## src/rtl/pn_gain_mult.sv

```systemverilog
// pn_gain_mult: three-stage I/Q gain multiplier with periodic gain reload.
//   stage p0: input register; captures the sample and the gain it will use
//   stage p1: full-precision signed multiply
//   stage p2: floor shift by SHIFT, clamp to 16 bits, clip flag
// The applied gain reloads from Gain every UPD accepted samples unless Freeze is high.
// Optional feature: define PN_GAIN_SATCNT_EN to add the Sat_Cnt / Sat_Clr clip counter.
module pn_gain_mult #(
    parameter int          DW       = 12,
    parameter int          SHIFT    = 10,
    parameter int          UPD      = 256,
    parameter logic [15:0] GAIN_RST = 16'h0400
) (
    input  logic                 Clk,
    input  logic                 Rst_n,
    input  logic [15:0]          Gain,
    input  logic                 Freeze,
    input  logic signed [DW-1:0] In_I,
    input  logic signed [DW-1:0] In_Q,
    input  logic                 In_Valid,
    output logic signed [15:0]   Out_I,
    output logic signed [15:0]   Out_Q,
    output logic                 Out_Valid,
    output logic                 Sat,
`ifdef PN_GAIN_SATCNT_EN
    output logic [15:0]          Sat_Cnt,
    input  logic                 Sat_Clr,
`endif
    output logic [15:0]          Gain_Cur
);

    // Product of a DW-bit signed sample and a zero-extended 16-bit gain.
    localparam int                   PW       = DW + 17;
    localparam logic [15:0]          CNT_LAST = 16'(UPD - 1);
    localparam logic signed [PW-1:0] POS_MAX  = PW'(32767);
    localparam logic signed [PW-1:0] NEG_MIN  = PW'(-32768);

    function automatic logic signed [PW-1:0] shift_floor(input logic signed [PW-1:0] prod);
        return prod >>> SHIFT;
    endfunction

    function automatic logic is_clip(input logic signed [PW-1:0] v);
        return (v > POS_MAX) || (v < NEG_MIN);
    endfunction

    function automatic logic signed [15:0] sat16(input logic signed [PW-1:0] v);
        if (v > POS_MAX) begin
            return 16'h7FFF;
        end else if (v < NEG_MIN) begin
            return 16'h8000;
        end else begin
            return v[15:0];
        end
    endfunction

    logic [15:0]          r_cnt;
    logic [15:0]          r_gain_cur;
    logic                 r_vld_p0;
    logic                 r_vld_p1;
    logic                 r_vld_p2;
    logic signed [DW-1:0] r_i_p0;
    logic signed [DW-1:0] r_q_p0;
    logic [15:0]          r_gain_p0;
    logic signed [PW-1:0] r_prod_i_p1;
    logic signed [PW-1:0] r_prod_q_p1;
    logic signed [15:0]   r_out_i_p2;
    logic signed [15:0]   r_out_q_p2;
    logic                 r_sat_p2;

    logic signed [PW-1:0] w_gain_ext_p0;
    logic signed [PW-1:0] w_i_ext_p0;
    logic signed [PW-1:0] w_q_ext_p0;
    logic signed [PW-1:0] w_sh_i_p1;
    logic signed [PW-1:0] w_sh_q_p1;
    logic                 w_clip_i_p1;
    logic                 w_clip_q_p1;

    assign w_gain_ext_p0 = PW'($signed({1'b0, r_gain_p0}));
    assign w_i_ext_p0    = PW'(r_i_p0);
    assign w_q_ext_p0    = PW'(r_q_p0);
    assign w_sh_i_p1     = shift_floor(r_prod_i_p1);
    assign w_sh_q_p1     = shift_floor(r_prod_q_p1);
    assign w_clip_i_p1   = is_clip(w_sh_i_p1);
    assign w_clip_q_p1   = is_clip(w_sh_q_p1);

    // Sample counter and gain reload; the reload lands on the edge that accepts the last sample of a period.
    always_ff @(posedge Clk or negedge Rst_n) begin
        if (!Rst_n) begin
            r_cnt      <= '0;
            r_gain_cur <= GAIN_RST;
        end else if (In_Valid) begin
            if (r_cnt == CNT_LAST) begin
                r_cnt <= '0;
                if (!Freeze) begin
                    r_gain_cur <= Gain;
                end
            end else begin
                r_cnt <= r_cnt + 16'd1;
            end
        end
    end

    // Valid pipeline; bubbles travel with the data and a reset drops everything in flight.
    always_ff @(posedge Clk or negedge Rst_n) begin
        if (!Rst_n) begin
            r_vld_p0 <= 1'b0;
            r_vld_p1 <= 1'b0;
            r_vld_p2 <= 1'b0;
        end else begin
            r_vld_p0 <= In_Valid;
            r_vld_p1 <= r_vld_p0;
            r_vld_p2 <= r_vld_p1;
        end
    end

    // Stage p0: register the sample together with the gain in force before any reload on this edge.
    always_ff @(posedge Clk) begin
        if (In_Valid) begin
            r_i_p0    <= In_I;
            r_q_p0    <= In_Q;
            r_gain_p0 <= r_gain_cur;
        end
    end

    // Stage p1: full-precision product, cannot overflow PW bits.
    always_ff @(posedge Clk) begin
        if (r_vld_p0) begin
            r_prod_i_p1 <= w_i_ext_p0 * w_gain_ext_p0;
            r_prod_q_p1 <= w_q_ext_p0 * w_gain_ext_p0;
        end
    end

    // Stage p2: shift, clamp and flag; data holds across bubbles while the clip flag drops.
    always_ff @(posedge Clk or negedge Rst_n) begin
        if (!Rst_n) begin
            r_out_i_p2 <= '0;
            r_out_q_p2 <= '0;
            r_sat_p2   <= 1'b0;
        end else begin
            r_sat_p2 <= r_vld_p1 && (w_clip_i_p1 || w_clip_q_p1);
            if (r_vld_p1) begin
                r_out_i_p2 <= sat16(w_sh_i_p1);
                r_out_q_p2 <= sat16(w_sh_q_p1);
            end
        end
    end

`ifdef PN_GAIN_SATCNT_EN
    logic [15:0] r_sat_cnt;

    // Clip event counter, sticks at full scale; a clear request overrides a concurrent clip.
    always_ff @(posedge Clk or negedge Rst_n) begin
        if (!Rst_n) begin
            r_sat_cnt <= '0;
        end else if (Sat_Clr) begin
            r_sat_cnt <= '0;
        end else if (r_sat_p2 && (r_sat_cnt != 16'hFFFF)) begin
            r_sat_cnt <= r_sat_cnt + 16'd1;
        end
    end

    assign Sat_Cnt = r_sat_cnt;
`endif

    assign Out_I     = r_out_i_p2;
    assign Out_Q     = r_out_q_p2;
    assign Out_Valid = r_vld_p2;
    assign Sat       = r_sat_p2;
    assign Gain_Cur  = r_gain_cur;

endmodule

```

## config.mk

```make
export PLATFORM = sky130hd
export DESIGN_NAME = pn_gain_mult
export DESIGN_NICKNAME = d
export VERILOG_FILES = /design/src/rtl/pn_gain_mult.sv
export SDC_FILE = /design/constraint.sdc
export NUM_CORES = 1
export LEC_CHECK = 0
export ABC_AREA = 1
export CELL_PAD_IN_SITES_DETAIL_PLACEMENT = 1
export CELL_PAD_IN_SITES_GLOBAL_PLACEMENT = 1
export CORE_UTILIZATION = 50
export CTS_CLUSTER_DIAMETER = 50
export DETAILED_ROUTE_END_ITERATION = 6
export PLACE_DENSITY_LB_ADDON = 0.1
export SLEW_MARGIN = 20
export SYNTH_ARGS = -nofsm -noshare
export SYNTH_HDL_FRONTEND = slang
export SYNTH_SLANG_ARGS = --single-unit
```

## constraint.sdc

```tcl
create_clock -name Clk -period 10.4 [get_ports Clk]
set_input_delay 2.08 -clock Clk [delete_from_list [all_inputs] [get_ports Clk]]
set_output_delay 2.08 -clock Clk [all_outputs]
set_load 0.02 [all_outputs]
```

==> results of run 1 <==
-- placed cells by master, fill, tap and decap left out, types with 2 or more instances in the layout --
master             n
nand2_1          642
inv_1            574
fa_1             278
ha_1             163
nor2_1           117
clkdlybuf4s50_1   91
edfxtp_1          78
dfrtp_1           67
o21ai_0           67
a21oi_1           61
nand3_1           41
xor2_1            23
nor3_1            22
clkbuf_16         19
nand4_1           16
xnor2_1            9
bufinv_16          5
buf_4              5
nand3b_1           4
a21o_1             2
o21a_1             2
o211ai_1           2
inv_6              2
clkbuf_1           2
clkinv_4           2
-- cells by family (layout without fill, tap and decap cells) --
| family | Yosys count | after routing | synth area share (%) |
|---|---|---|---|
| flip-flops | 146 | 146 | 21.8 |
| XOR/XNOR | 32 | 32 | 1.51 |
| AO/OA/AOI/OAI | 140 | 140 | 3.93 |
| adder cells (fa/ha/maj) | 441 | 441 | 40.9 |
| buffers and inverters | 658 | 704 | 13.4 |
| AND/OR/NAND/NOR | 856 | 856 | 18.5 |
-- path summary, 6_finish.rpt --
kind / endpoint / cells after the start
worst max-delay path: r_prod_i_p1[13]$_DFFE_PP_ / 16
worst min-delay path: Out_Q[15]$_DFFE_PN0P_ / 2
worst max register to register: r_prod_i_p1[13]$_DFFE_PP_ / 16
worst min register to register: Out_Q[15]$_DFFE_PN0P_ / 2
max in group asynchronous: Out_I[14]$_DFFE_PN0P_ / 1
min in group asynchronous: Gain_Cur[12]$_DFFE_PN0P_ / 1
-- worst max-delay path, stage by stage, from the launching register on --
cell and delay (ns):
edfxtp_1 0.94, inv_1 0.38, nand2_1 0.19, fa_1 0.43
fa_1 0.54, inv_1 0.05, fa_1 0.54, fa_1 0.58
inv_1 0.06, fa_1 0.54, inv_1 0.04, ha_1 0.35
nand2_1 0.13, o21ai_0 0.33, inv_1 0.08, nand2_1 0.14
xor2_1 0.37
-- metrics by stage --
step	cell area [µm²]	hold WS, ns	cells	util [%]
after floorplan	18600	0.432	2273	-
after global placement	19800	0.458	2755	54.1
after detailed placement	19800	0.469	2755	54.1
after CTS	20500	0.481	2787	56.0
after global routing	20500	0.495	2787	56.0
final	20500	0.479	2787	56.0
-- power breakdown --
| part | switching (µW) | leakage [µW] | internal, µW | total [µW] |
|---|---|---|---|---|
| Clock | 265 | 0.000336 | 462 | 727 |
| Sequential | 122 | 0.00163 | 817 | 939 |
| Combinational | 1440 | 0.00907 | 782 | 2220 |
-- metal layers --
layer  part of all wire (%)  wire length (µm)
met5                      0                 0
met4                    3.4              1790
met3                    3.5              1850
met2                     53             27500
met1                     40             21100
-- final cells by class --
type / count / area, µm²
Clock buffer: 22 / 497
Clock inverter: 10 / 190
Fill cell: 4384 / 16100
Inverter: 575 / 2160
Multi-Input combinational cell: 1469 / 12100
Sequential cell: 146 / 4050
Tap cell: 468 / 586
Timing Repair Buffer: 97 / 953
-- state kept, by name (all words and copies together), names as in the netlist --
register,cells
r_prod_q_p1,19
Sat,1
Out_I,16
Out_Valid,1
r_prod_i_p1,19
r_gain_p0,16
Gain_Cur,16
r_vld_p1,1
r_q_p0,12
r_vld_p0,1
r_cnt,16
Out_Q,16
r_i_p0,12
==> impl_metrics.toml, run 1 <==
[run_status]
status = "finished clean"

[clock_network]
clk_latency_ns = 0.46
htree_levels = 4
clock_sinks = 146
cts_hold_buf = 0
cts.root.buffer_cell = "clkbuf_16"
cts_setup_buffers = 0
clkTransAtPathRegs_ns = 0.06
ctsResizeCount = 0
clock_path_buffers = 2
cts-buffers-inserted = 17
cts_tree = "yes"

[floorplan]
ios = 94
fp.dieArea_um2 = 37900
num_rows = 70
fp.coreArea_um2 = 36600
dieHeight_um = 195
start_util_pct = 50.7
die_w_um = 195

[timing]
setup_viol = 0
worst_pin_slew_ns = 1.11
setup_tns_ns = 0
worst_slack_ns = 4.46
fmaxAchievable_ghz = 0.168
slew_viol_final = 0
period_needed_ns = 5.94
maxSlewHeadroom_pct = 25.7
finalCritPeriodShare_pct = 57.1
report.final.hold_viol_count = 0
rsz0062_at_grt = "false"
skew_ns = 0.00826

[drt]
viasPerCell = 5.20
num_vias = 14500
initialDrtViolationCount = 624
drt-total-wl_um = 52200
drc = 0
drtPass1Iterations = 5
wire_per_inst_um = 18.7
antenna_left = 0

[placed_design]
place.gp.congestion = 0.913
dpl.hpwl_um = 42100
io_buffer_count = 93
pre_cts_ws_ns = 4.55

[power]
leakage_uw = 0.0110
peakVddDrop_mv = 0.134
p_per_area_nw_per_um2 = 190
p_total_uw = 3880

[synthesis]
synth-seq-area-share_pct = 21.8
synth_most_common_cell = "nand2_1"
synth_largest_area_cell = "fa_1"
syn_nets = 2758
synth_commonest_cells = "nand2_1 (642), inv_1 (575), fa_1 (278)"
netlist_top_cells_area = "fa_1 (30%), nand2_1 (13%), edfxtp_1 (13%)"
syn-mean-instance-area_um2 = 8.17
ys_ff_latch = 146
syn_area_um2 = 18600
synth_flop_cell = "edfxtp_1"
yosysUniqueCellTypes = 40
syn-instance-count = 2273
synth_edf_count = 78
yosys_warnings = 0
yosysTopAreaCellShare_pct = 30.0
ys_async_sr_fraction_pct = 46.6

[critical_path]
critPathKind = "reg2reg"
cp.required_ns = 10.63
crit_fanout = 19
crit_path_start = "r_gain_p0[0]$_DFFE_PP_"
end_kind = "flip-flop"
r2r_start = "r_gain_p0[0]$_DFFE_PP_"
worst_setup_path_start_kind = "flip-flop"
r2r_slack_ns = 4.46
cp_data_arrival_time_ns = 6.17

[global_routing]
global_route.usage.met1_pct = 34.3
grt_start_max_net_pins = 69
grt.total_usage_pct = 29.7
antenna_found_initial = 0
use_met3_pct = 4.41
grt_pass1_vias = 16800
grt.overflow.total = 0
busiest_layer = "met2"
grt_pass1_wl_um = 87000
grtUsageMet2_pct = 54.7

[job]
cap_violations = 0

[min_path]
hp-start = "Out_Q[15]$_DFFE_PN0P_"
hold_class = "reg2reg"

[finish]
layout.nets = 2791
diodes = 0
drive_gt1_share_pct = 2.11
area_growth_pct = 10.3
(Power assumes the default switching activity.)
==> run 2: changes to the inputs <==
- CORE_UTILIZATION: 50 -> 48
- clock period: 10.4 -> 5.5 ns (I/O delays scaled with it)
==> impl_metrics.toml, run 2 (synthesis results as in run 1) <==
[run_status]
status = "finished clean"

[finish]
fin_util_pct = 56.5
final_cell_mix = "nand2_1 (642), inv_1 (574), fa_1 (278), ha_1 (162), nor2_1 (115)"
layout_commonest_cell = "nand2_1"
reg.largest.list = "r_prod_i_p1: 19 flops, r_prod_q_p1: 19 flops"
fin_cells = 2937
area_growth_pct = 15.0
drive_gt1_share_pct = 6.56
layout.nets = 2897

[global_routing]
grt_pass1_wl_um = 87300
grt_start_max_net_pins = 69
grt.overflow.total = 0
grt_pass1_vias = 17000
antenna_found_initial = 1
grt.total_usage_pct = 29.2

[clock_network]
cts_tree = "yes"
clock_sinks = 146
clk_latency_ns = 0.47
clkTransAtPathRegs_ns = 0.07
clock_path_buffers = 2
htree_levels = 4
cts.root.buffer_cell = "clkbuf_16"
cts-buffers-inserted = 17
cts_hold_buf = 0

[drt]
wl_met1_um = 21200
num_vias = 15000
wire_per_inst_um = 18.5
drtPass1Iterations = 4
maxUsedRoutingLayer = "met4"
route.met2.wl_um = 29500
drc = 0
viasPerCell = 5.10
initialDrtViolationCount = 655
wl_met3_um = 1530
drt-total-wl_um = 54400
antenna_left = 0

[critical_path]
cp_data_arrival_time_ns = 5.61
end_kind = "flip-flop"
cp.required_ns = 5.78
critPathKind = "reg2reg"
worst_setup_path_start_kind = "flip-flop"
ff2ff_path_depth = 17
crit_fanout = 16

[timing]
fmaxAchievable_ghz = 0.188
finalCritPeriodShare_pct = 96.9
report.final.hold_viol_count = 0
maxSlewHeadroom_pct = 31.9
period_needed_ns = 5.33
setup_viol = 0
skew_ns = 0.0133
worst_pin_slew_ns = 1.02
slew_viol_final = 0

[floorplan]
die_w_um = 199
num_rows = 71
ios = 94
fp.coreArea_um2 = 37800
dieHeight_um = 199
start_util_pct = 49.1
fp.dieArea_um2 = 39500

[placed_design]
io_buffer_count = 93
place.gp.congestion = 0.896
dp.cells = 2849
dpl.hpwl_um = 44400

[min_path]
worstHoldPathCells = 2
hold_class = "reg2reg"

[power]
peakVddDrop_mv = 0.267
leakage_uw = 0.0115
p_per_area_nw_per_um2 = 338

[job]
cap_violations = 0
==> run 2: changes by cell type in the layout (fill, tap and decap cells not counted), sizes merged <==
| cell | before | now |
|---|---|---|
| diode | 0 | 1 |
| clkbuf | 22 | 18 |
| inv | 576 | 578 |
| clkinvlp | 0 | 7 |
| bufinv | 5 | 1 |
| buf | 6 | 112 |
| clkinv | 4 | 3 |
==> run 2: final cells by class <==
cell class              count  area [µm²]
fillers                  4645       16500
diodes                      1        2.50
repair buffers            203        1880
multi-input cells        1469       12100
inverters                 575        2160
well taps                 511         639
flip-flops and latches    146        4050
clock buffers              18         450
clock inverters            14         128
==> run 2: what timing repair did <==
action	in CTS	in global routing
endpoints found under the setup margin	6	27
buffers inserted	11	44
gates resized for setup	1	4
==> run 2: worst max-delay path, cell delays in order, from the launching register on <==
cell	delay (ns)
edfxtp_1	0.83
nand2_1	0.23
fa_1	0.54
fa_1	0.50
inv_1	0.06
fa_1	0.46
fa_1	0.50
inv_1	0.05
fa_1	0.47
inv_1	0.04
ha_1	0.36
nand2_1	0.14
nor2_1	0.28
nand3_1	0.13
inv_1	0.11
nand2_1	0.06
nand2_1	0.13
xor2_1	0.25
==> run 2: worst paths after layout <==
check                                                 end                   from  slack [ns]
worst max-delay path            r_prod_q_p1[18]$_DFFE_PP_    r_q_p0[9]$_DFFE_PP_        0.17
worst max register to register  r_prod_q_p1[18]$_DFFE_PP_    r_q_p0[9]$_DFFE_PP_        0.17
worst min-delay path                Out_I[15]$_DFFE_PN0P_  Out_I[15]$_DFFE_PN0P_        0.47
min in group asynchronous         Gain_Cur[6]$_DFFE_PN0P_                  Rst_n        0.66
max in group asynchronous            Out_I[5]$_DFFE_PN0P_                  Rst_n        4.33
worst min register to register      Out_I[15]$_DFFE_PN0P_  Out_I[15]$_DFFE_PN0P_        0.47
==> run 2: layer usage <==
| metal | global-route usage [%] | vias to the layer above |
|---|---|---|
| met2 | 54.6 | 279 |
| li1 | - | 6975 |
| met4 | 13.1 | 0 |
| met5 | 0 | - |
| met3 | 3.83 | 124 |
| met1 | 32.9 | 7613 |
==> run 2: power breakdown <==
part | total (µW) | switching, µW | internal (µW)
Clock | 1180 | 527 | 650
Combinational | 4330 | 2780 | 1550
Sequential | 1710 | 165 | 1540
Total | 7220 | 3480 | 3740
==> run 2: per-stage QoR <==
step	setup slack (ns)	hold WS (ns)	cell area, µm²	setup TNS [ns]	total power, µW
6_report	0.170	0.468	21400	0	7220
5_1_grt	-0.00876	0.498	21400	-0.00876	7870
4_1_cts	0.0295	0.475	20900	0	7240
3_5_place_dp	-0.0194	0.460	20300	-0.0363	6020
3_3_place_gp	-0.00787	0.458	20300	-0.00787	5890
2_1_floorplan	0.508	0.432	18600	0	4560
==> patch (settings of run 1) <==
`DW`: 12 -> 8.
--- a/src/rtl/pn_gain_mult.sv
+++ b/src/rtl/pn_gain_mult.sv
@@ -7,3 +7,3 @@
 module pn_gain_mult #(
-    parameter int          DW       = 12,
+    parameter int          DW       = 8,
     parameter int          SHIFT    = 10,
Interface: changed (resized In_I and In_Q); port bits go from 94 to 86. The function was not compared with the original's and may differ.
==> patch against run 1 <==
  * Critical path depth rose by 2
  * First-iteration DRC count down 16%
  * Total power decreased by 32%
  * Wire length shrank 28%
  * Count of clock-buffer cells in the layout did not move
  * Sequential power is 16% lower
  * Setup slack improved by 0.87 ns
  * Final area fell by 24%
  * Clock skew rose by 0.0041 ns
  * Sequential cell count is 16 lower
  * Area after synthesis shrank 25%
  * Synthesized cell count fell by 25%
  * Combinational power down 44%
  * Highest routed layer unchanged
==> patch: results (changes against run 1) <==
net count after synthesis 2015 (was 2758); antenna viol nets, final 0 (unchanged); Placed Cells 2098 (was 2755); WL final 37.7 mm (was 52.2 mm); Reg2Reg Depth 18 (was 16); internal power 1.54 mW (was 2.06 mW); Lkg Pwr 9.10 nW (was 11.0 nW); GRT Overall Usage 0.288 (was 0.297); Yosys warnings 0 (unchanged); IO buf count 85 (was 93); clk buf depth 2 (unchanged); Netlist cell types 38 (was 40); vias in the first global route 12.3k (was 16.8k); slowest CP cell fa_1 (was edfxtp_1); total CTS buffers 17 (unchanged); R2R Setup Slk 5.33 ns (was 4.46 ns); EDFF count, synth 62 (was 78); Post-CTS Setup Bufs 0 (unchanged); DR WL/cell 17.7 microns (was 18.7 microns); status completed (unchanged); Fin Clk Skew 0.0124 ns (was 0.00826 ns); Setup Viol. Count Final 0 (unchanged); number of fill cells 3262 (was 4384); Final HPWL DP 29.2 mm (was 42.1 mm); first-pass GRT wire length 63.2 mm (was 87.0 mm); CP max stage delay 0.58 ns (was 0.94 ns); Async SR Flop Fraction 0.523 (was 0.466); IR drop worst, VDD 0.113 mV (was 0.134 mV); Worst-Margin Slew 0.795 ns (was 1.11 ns); Detailed Routing Iterations Pass 1 5 (unchanged); H-tree depth 4 (unchanged); Hold Slack 0.471 ns (was 0.479 ns); clk_lat worst skew 0.43 ns (was 0.46 ns); type of element capturing the critical path flop (unchanged); routability cong. 0.883 (was 0.913); vias per inst 5.08 (was 5.20); CP max FO 14 (was 19); top post-synthesis cells by count 472 x inv_1, 427 x nand2_1, 166 x fa_1 (was 642 x nand2_1, 575 x inv_1, 278 x fa_1); hold path depth 0 (was 2); share of the yosys chip area belonging to registers 0.257 (was 0.218); hold path start Gain_Cur[4] (was Out_Q[15]); post-cts sizing count 0 (unchanged); top_reg_cell synth dfrtp_1 (was edfxtp_1); Max Cap Violations 0 (unchanged); Worst EP arrival 5.26 ns (was 6.17 ns); Syn Inst Count 1698 (was 2273); largest net degree at the start of global routing 69 (unchanged); reg2reg start r_i_p0[7] (was r_gain_p0[0]); Worst-path clk slew 0.07 ns; share of layout cells above drive strength 1 0.0455 (was 0.0211); reg2reg end r_prod_i_p1[24] (was r_prod_i_p1[13]); min-delay worst type flop to flop (unchanged); initial antenna violation count 0 (unchanged); Synth area leaders fa_1 24%, edfxtp_1 13%, inv_1 13% (was fa_1 30%, nand2_1 13%, edfxtp_1 13%); Detailed Route Iter0 Violations 522 (was 624); worst hold endpoint r_gain_p0[4] (was Out_Q[15]); clk root buf clkbuf_16 (unchanged)
==> patch: cell types whose count changed after synthesis, sizes merged, moves of 16 or more <==
cell,before,now
fa,278,166
nand2,643,429
mux2,0,28
a21oi,61,39
edfxtp,78,62
ha,163,115
nor2,119,94
o21ai,67,42
clkbuf,80,53
inv,575,476
==> patch: cell type report <==
type / count / area share
multi-input combinational: 1032 / 0.531
clock buffer: 22 / 0.0332
sequential: 130 / 0.229
clock inverter: 10 / 0.00530
inverter: 476 / 0.115
timing repair buffer: 89 / 0.0573
tap: 372 / 0.0299
==> patch: cell families after synthesis <==
| group | synth area share |
|---|---|
| buf+inv | 0.147 |
| simple gates | 0.175 |
| xor+xnor | 0.0133 |
| fa+ha+maj | 0.343 |
| compound gates | 0.0415 |
| mux | 0.0227 |
| other cells | 0.000270 |
| flops | 0.257 |
==> patch: power by group through the flow <==
stage                     registers (mW)  logic [mW]  clock network, mW
after floorplan                    0.811       0.793                  0
after global placement             0.793        1.20                  0
after detailed placement           0.798        1.23                  0
after CTS                          0.790        1.26              0.639
after global routing               0.801        1.41              0.657
final                              0.788        1.24              0.631
==> patch: how the worst max path moves through the flow <==
stage,startpoint,endpoint,slack (ns),cells past startpoint
after floorplan,r_i_p0[7],r_prod_i_p1[23],5.90,18
after global placement,r_i_p0[7],r_prod_i_p1[20],5.40,15
after detailed placement,r_i_p0[7],r_prod_i_p1[20],5.30,15
after CTS,r_i_p0[7],r_prod_i_p1[20],5.29,15
after global routing,r_i_p0[7],r_prod_i_p1[24],4.93,18
final,r_i_p0[7],r_prod_i_p1[24],5.33,18
==> patch: through the flow <==
stage	instance area [sq um]	setup WS, ns
6_report	15600	5.33
5_1_grt	15600	4.93
4_1_cts	15600	5.29
3_5_place_dp	15000	5.30
3_3_place_gp	15000	5.40
2_1_floorplan	13900	5.90
==> patch: worst reg2reg max path: stages (launching register included) <==
cell and delay (ns):
edfxtp_1 0.52, inv_1 0.45, nor2_1 0.14, fa_1 0.55
fa_1 0.52, fa_1 0.58, inv_1 0.08, fa_1 0.54
inv_1 0.05, ha_1 0.39, nand2_1 0.16, nor2_1 0.17
inv_1 0.10, nor3_1 0.14, nand2_1 0.09, nand2_1 0.13
nand2_1 0.11, nand3_1 0.08, nand2_1 0.05
==> patch: metal layers <==
layer  vias to the layer above  global-route usage  share of wire  wire [microns]
li1                       5099                   -              -               -
met1                      5534               0.335           0.41           15500
met2                       144               0.548           0.54           20400
met3                        56              0.0344          0.023             876
met4                         0              0.0917          0.024             897
met5                         -                   0              0               0
